### config.mk
export PLATFORM = sky130hd
export DESIGN_NAME = fog_sqwave_demod
export DESIGN_NICKNAME = d
export VERILOG_FILES = /design/src/rtl/fog_sqwave_demod.sv
export SDC_FILE = /design/constraint.sdc
export NUM_CORES = 1
export LEC_CHECK = 0
export ABC_AREA = 1
export CORE_MARGIN = 1
export CORE_UTILIZATION = 44
export CTS_CLUSTER_DIAMETER = 120
export CTS_CLUSTER_SIZE = 25
export DETAILED_ROUTE_END_ITERATION = 6
export PLACE_DENSITY = 0.74
export SKIP_CTS_REPAIR_TIMING = 1
export SYNTH_ARGS = -nofsm -noshare
export SYNTH_HDL_FRONTEND = slang
export SYNTH_SLANG_ARGS = --single-unit
export TNS_END_PERCENT = 1
### constraint.sdc
create_clock -name CLOCK_ADC -period 8.8 [get_ports CLOCK_ADC]
set_input_delay 0.88 -clock CLOCK_ADC [delete_from_list [all_inputs] [get_ports CLOCK_ADC]]
set_output_delay 0.88 -clock CLOCK_ADC [all_outputs]
set_load 0.005 [all_outputs]
### src/rtl/fog_sqwave_demod.sv
// Square-wave bias modulator and synchronous demodulator for the FOG loop; o_err lands 2 cycles after the last L-half sample.
// No backpressure: the ADC is consumed every cycle and o_err_valid is a one-cycle strobe per modulation period.
module fog_sqwave_demod #(
    parameter int ADC_W          = 14,
    parameter int DW             = 32,
    parameter int CNT_W          = 16,
    parameter int MAX_AVG        = 10,
    parameter int ADC_OFFSET_BIN = 1
) (
    input  logic             CLOCK_ADC,
    input  logic             RST,
    input  logic             i_en,
    input  logic [ADC_W-1:0] i_adc,
    input  logic [CNT_W-1:0] i_freq_cnt,
    input  logic [CNT_W-1:0] i_wait_cnt,
    input  logic [3:0]       i_avg_sel,
    input  logic [DW-1:0]    i_amp_H,
    input  logic [DW-1:0]    i_amp_L,
    input  logic             i_polarity,
    input  logic [DW-1:0]    i_err_offset,
    output logic [DW-1:0]    o_mod,
    output logic             o_phase,
    output logic [DW-1:0]    o_err,
    output logic             o_err_valid,
    output logic             o_win_fault
);

    localparam int AW = ADC_W + MAX_AVG + 1;
    localparam int NW = MAX_AVG + 1;
    localparam int SW = AW + 1;
    localparam int XW = ((SW > DW) ? SW : DW) + 1;
    localparam logic [3:0] AVG_MAX = 4'(MAX_AVG);
    localparam logic signed [XW-1:0] SAT_HI = {{(XW-DW+1){1'b0}}, {(DW-1){1'b1}}};
    localparam logic signed [XW-1:0] SAT_LO = {{(XW-DW+1){1'b1}}, {(DW-1){1'b0}}};

    logic [CNT_W-1:0] cnt;
    logic [CNT_W-1:0] freq_q;
    logic [CNT_W-1:0] wait_q;
    logic [3:0]       avg_q;
    logic [DW-1:0]    amp_h_q;
    logic [DW-1:0]    amp_l_q;
    logic             pol_q;

    logic             latch_now;
    logic [CNT_W-1:0] freq_c;
    logic [CNT_W-1:0] wait_c;
    logic [3:0]       avg_c;
    logic [DW-1:0]    amp_h_c;
    logic [DW-1:0]    amp_l_c;
    logic             pol_c;

    // The first H cycle already runs on the freshly presented configuration.
    always_comb begin
        latch_now = i_en && (cnt == '0) && !o_phase;
        freq_c    = freq_q;
        wait_c    = wait_q;
        avg_c     = avg_q;
        amp_h_c   = amp_h_q;
        amp_l_c   = amp_l_q;
        pol_c     = pol_q;
        if (latch_now) begin
            freq_c  = (i_freq_cnt < CNT_W'(2)) ? CNT_W'(2) : i_freq_cnt;
            wait_c  = i_wait_cnt;
            avg_c   = (i_avg_sel > AVG_MAX) ? AVG_MAX : i_avg_sel;
            amp_h_c = i_amp_H;
            amp_l_c = i_amp_L;
            pol_c   = i_polarity;
        end
    end

    logic             last_cnt;
    logic             phase_nxt;
    logic [CNT_W-1:0] cnt_nxt;
    logic [DW-1:0]    mod_nxt;

    always_comb begin
        last_cnt  = (cnt == freq_c - CNT_W'(1));
        cnt_nxt   = last_cnt ? '0 : cnt + CNT_W'(1);
        phase_nxt = o_phase ^ last_cnt;
        mod_nxt   = (phase_nxt ^ pol_c) ? (DW'(0) - amp_l_c) : amp_h_c;
    end

    logic signed [ADC_W-1:0] adc_s;
    logic signed [AW-1:0]    acc;
    logic signed [AW-1:0]    acc_base;
    logic signed [AW-1:0]    acc_nxt;
    logic signed [AW-1:0]    sum_h;
    logic [NW-1:0]           nsamp;
    logic [NW-1:0]           nsamp_base;
    logic [NW-1:0]           nsamp_nxt;
    logic [NW-1:0]           need;
    logic                    take;
    logic                    short_nxt;
    logic                    short_h;

    always_comb begin
        if (ADC_OFFSET_BIN != 0) begin
            adc_s = {~i_adc[ADC_W-1], i_adc[ADC_W-2:0]};
        end else begin
            adc_s = i_adc;
        end
        need       = NW'(1) << avg_c;
        acc_base   = (cnt == '0) ? '0 : acc;
        nsamp_base = (cnt == '0) ? '0 : nsamp;
        take       = i_en && (wait_c <= cnt) && (nsamp_base < need);
        acc_nxt    = take ? (acc_base + AW'(adc_s)) : acc_base;
        nsamp_nxt  = nsamp_base + NW'(take);
        short_nxt  = (nsamp_nxt < need);
    end

    logic signed [AW-1:0] avg_h;
    logic signed [AW-1:0] avg_l;
    logic signed [SW-1:0] diff_nxt;
    logic signed [SW-1:0] diff_q;
    logic                 snap_vld;
    logic                 snap_fault;

    // Demodulation sign follows the raw phase; polarity only flips o_mod.
    always_comb begin
        avg_h    = sum_h >>> avg_c;
        avg_l    = acc_nxt >>> avg_c;
        diff_nxt = SW'(avg_h) - SW'(avg_l);
    end

    always_ff @(posedge CLOCK_ADC or posedge RST) begin
        if (RST) begin
            cnt        <= '0;
            o_phase    <= 1'b0;
            o_mod      <= '0;
            freq_q     <= CNT_W'(2);
            wait_q     <= '0;
            avg_q      <= '0;
            amp_h_q    <= '0;
            amp_l_q    <= '0;
            pol_q      <= 1'b0;
            acc        <= '0;
            nsamp      <= '0;
            sum_h      <= '0;
            short_h    <= 1'b0;
            diff_q     <= '0;
            snap_fault <= 1'b0;
            snap_vld   <= 1'b0;
        end else if (!i_en) begin
            cnt      <= '0;
            o_phase  <= 1'b0;
            o_mod    <= '0;
            acc      <= '0;
            nsamp    <= '0;
            snap_vld <= 1'b0;
        end else begin
            cnt      <= cnt_nxt;
            o_phase  <= phase_nxt;
            o_mod    <= mod_nxt;
            acc      <= acc_nxt;
            nsamp    <= nsamp_nxt;
            snap_vld <= last_cnt && o_phase;
            if (latch_now) begin
                freq_q  <= freq_c;
                wait_q  <= wait_c;
                avg_q   <= avg_c;
                amp_h_q <= amp_h_c;
                amp_l_q <= amp_l_c;
                pol_q   <= pol_c;
            end
            if (last_cnt && !o_phase) begin
                sum_h   <= acc_nxt;
                short_h <= short_nxt;
            end
            if (last_cnt && o_phase) begin
                diff_q     <= diff_nxt;
                snap_fault <= short_h | short_nxt;
            end
        end
    end

    logic signed [XW-1:0] err_full;
    logic [DW-1:0]        err_sat;

    always_comb begin
        err_full = XW'(diff_q) - XW'($signed(i_err_offset));
        if (err_full > SAT_HI) begin
            err_sat = {1'b0, {(DW-1){1'b1}}};
        end else if (err_full < SAT_LO) begin
            err_sat = {1'b1, {(DW-1){1'b0}}};
        end else begin
            err_sat = err_full[DW-1:0];
        end
    end

    // A snapshot taken while enabled always completes, even if i_en drops right after.
    always_ff @(posedge CLOCK_ADC or posedge RST) begin
        if (RST) begin
            o_err       <= '0;
            o_err_valid <= 1'b0;
            o_win_fault <= 1'b0;
        end else begin
            o_err_valid <= snap_vld;
            if (snap_vld) begin
                o_err       <= err_sat;
                o_win_fault <= snap_fault;
            end
        end
    end

endmodule
==> results.md <==
* DRC violations left at 0
* Final Hold Fails at 0
* CP arrival at 8.09 ns
* CTS Root Cell: clkbuf_16
* GRT Util Overall at 22.80%
* Met3 usage at 2.358%
* Critical path data required time at 9.19 ns
* Top cell by count, worst path: nand2_1
* Worst vdd ir at 0.1284 mV
* Largest net degree at the start of global routing at 193
* Setup violations, final at 0
* Fmax at 129.8 MHz
* Clock Latency Late Sink at 0.51 ns
* Syn Area/Cell at 7.003 um^2
* WL final at 53610 um
* Post-route ant nets at 0
* RR Startpoint: cnt[0]$_DFF_PP0_
* Flops & latches, synth at 274
* Post-Layout Cell Count at 3643
* Worst hold start: amp_h_q[13]$_DFFE_PP0P_
* Layout cells sized above 1 at 4.208%
* Number of buffers created by CTS at 14
* Clock slew at reported path FFs at 0.10 ns
* Outcome: completed
* Period utilization at 87.55%
* Syn Inst Count at 2885
* Met2 usage in global routing at 36.26%
* PD cells at 206.9 mW/mm^2
* WS Path Type: reg -> reg
* GRT busiest layer: met2
* Starting Density at 44.52%
* Routed WL per cell at 14.72 um
* CTS Sinks at 274
* Reg-to-reg endpoint: diff_q[18]$_DFFE_PP0P_
* Worst Setup Start Kind: flip-flop
* I/O pin count at 217
* Bufs on Longest Clock Path at 3
* Number of global-route vias before repair at 17780
* Total die area at 0.04678 mm^2
* Netlist cell types at 56
* Hold Crit Depth at 2
* Ys flop type: dfrtp_1
* Layout area overhead at 14.89%
* Hold crit path type: reg -> reg
* Filler Cell Count at 4547
* Placed Instances at 3620
* Initial DRC Count at 1704
* Crit-path slowest cell: nand2_1
* Max-slew violation count at 0
* Crit path capture type: flip-flop
* Crit-path max FO at 20
* MaxCap Viol Count at 0
* Rel. slew slack at 28.11%
* PortBufs at 216
* First-pass GRT wire length at 89150 um
* Nets@finish at 3319
* Total grt overflow at 0
* Register-to-Register Path Depth at 43
* Cell Area, Synth at 0.02020 mm^2
* Via density at 5.164
* CP max stage delay at 0.62 ns
* Die Y at 216.3 um
* CTS tree: done
* Initial antenna violation count at 1
* Die Width at 216.3 um
* Fin crit period at 7.704 ns
* Pleak at 11.71 nW
* Seq/Total Area, Yosys at 33.94%
* Core Region at 0.04538 mm^2
* Sum of negative setup slack at 0 ns
* R2R setup slack at 1.10 ns
* H-tree depth at 1
* Post-synth EDFFs at 0
* Hold Crit Endpoint: amp_h_q[13]$_DFFE_PP0P_
* Grt met1 use at 33.35%
* Async SR Flop Fraction at 100.0%
* Util after Layout at 51.15%
* Synthesis Warnings at 0
* RSZ-0062 raised after global routing: no
* Fin Clk Skew at 0.02237 ns
* Drt pass-1 iters at 5
* Syn Nets at 3167
* Row count at 78
* Via count at 18810
* RD Place Congestion at 0.9463
* Worst-Margin Slew at 1.078 ns
* DP Wirelength at 40620 um
Yosys cell counts (all sizes together) (30+ instances only):
master / number / area share (%)
nand2: 847 / 16
inv: 333 / 6.2
dfrtp: 273 / 34
nor2: 262 / 5.3
nand3: 245 / 6.2
o21ai: 212 / 5.6
a21oi: 134 / 3.3
ha: 129 / 8.0
xor2: 85 / 3.7
clkbuf: 51 / 0.95
nor3: 48 / 1.6
buf: 47 / 1.4
xnor2: 30 / 1.3
critical path: cells and delay by family, from the launching register on:
| kind | cells | cell delay [ns] |
|---|---|---|
| compound gates | 7 | 1.89 |
| flops | 1 | 0.45 |
| xor+xnor | 1 | 0.14 |
| buf+inv | 6 | 0.95 |
| fa+ha+maj | 5 | 1.17 |
| simple gates | 24 | 3.00 |
power by group:
| group | internal (mW) | leakage, nW | total, mW | switching [mW] |
|---|---|---|---|---|
| clock | 0.317 | 0.192 | 0.730 | 0.413 |
| combinational | 0.912 | 8.06 | 2.59 | 1.67 |
| sequential | 1.44 | 3.45 | 1.49 | 0.0524 |
through the flow:
stage	power [mW]	hold WS, ns	setup WS (ns)	cell area [um^2]
floorplan	3.408	0.3519	0.3696	20200
finish	4.803	0.4786	1.096	23210
global placement	4.040	0.4550	0.9399	22800
global route	5.246	0.4940	0.07188	23210
CTS	4.804	0.4815	1.033	23200
detailed placement	4.061	0.4582	0.8312	22800
cell families after synthesis:
logic type                 after synthesis  share of synthesized area, %
DFF                                    274                         33.94
adders and majority gates              132                         8.286
and+or+nand+nor                       1475                         31.28
xor gates and xnor gates               115                         4.985
muxes                                    4                        0.2044
AOI/OAI and AO/OA                      451                         12.73
buffers and inverters                  434                         8.577
layer usage:
metal	vias up	wire [um]	share of wire, %
met4	0	930	1.7
met2	495	23620	44
met1	8605	26230	49
met5	-	0	0
li1	9659	-	-
met3	55	2834	5.3
flip-flops by register name (all words and copies together), names as in the netlist:
signal and count:
cnt 16, snap_vld 1, short_h 1, snap_fault 1
avg_q 4, nsamp 11, o_err 32, amp_h_q 32
pol_q 1, o_err_valid 1, o_phase 1, o_mod 32
freq_q 16, amp_l_q 32, acc 25, o_win_fault 1
wait_q 16, sum_h 25, diff_q 26
worst max path at each step:
stage,slack [ns],cells after the start,end,startpoint
after detailed placement,0.83,45,diff_q[18]$_DFFE_PP0P_,i_en
after CTS,1.03,43,diff_q[18]$_DFFE_PP0P_,cnt[0]$_DFF_PP0_
final,1.10,43,diff_q[18]$_DFFE_PP0P_,cnt[0]$_DFF_PP0_
after global placement,0.94,45,diff_q[18]$_DFFE_PP0P_,i_en
after global routing,0.07,43,diff_q[18]$_DFFE_PP0P_,cnt[0]$_DFF_PP0_
after floorplan,0.37,1,acc[0]$_DFF_PP0_,RST
layout make-up:
class / count / area, um^2 / share of cell area, %
Multi-Input combinational cell: 2177 / 11620 / 50.08
Sequential cell: 274 / 6858 / 29.54
Timing Repair Buffer: 233 / 2302 / 9.918
Inverter: 336 / 1272 / 5.482
Tap cell: 600 / 750.7 / 3.234
Clock buffer: 21 / 397.9 / 1.714
Timing Repair inverter: 1 / 5.005 / 0.02156
Antenna cell: 1 / 2.502 / 0.01078
layout by cell type, fill, tap and decap left out, types with 4 or more instances in the layout:
cell | Yosys | layout
nor2_1 | 244 | 244
nor4_1 | 12 | 12
o21bai_1 | 26 | 26
dfrtp_1 | 273 | 273
o21ai_0 | 184 | 184
xnor2_1 | 30 | 30
nand3_1 | 242 | 242
or2_2 | 13 | 13
a21oi_1 | 134 | 133
o211ai_1 | 9 | 9
nor3_1 | 35 | 35
a21boi_0 | 8 | 8
o21a_1 | 7 | 7
nand4_1 | 28 | 28
nor2_2 | 10 | 10
inv_1 | 323 | 321
buf_4 | 4 | 16
clkbuf_16 | 0 | 15
a211oi_1 | 7 | 7
nor3_2 | 11 | 11
clkdlybuf4s50_1 | 0 | 216
nand3b_1 | 4 | 4
o221ai_1 | 6 | 6
nor2_4 | 8 | 8
or2_1 | 6 | 6
o21ai_2 | 17 | 16
clkbuf_1 | 51 | 6
inv_2 | 10 | 10
ha_1 | 129 | 129
nand2_1 | 836 | 836
a31oi_1 | 24 | 24
o21ai_1 | 11 | 11
nand2_2 | 9 | 9
and2_1 | 5 | 5
xor2_1 | 85 | 85
a21o_1 | 7 | 7
(Power assumes the default switching activity.)
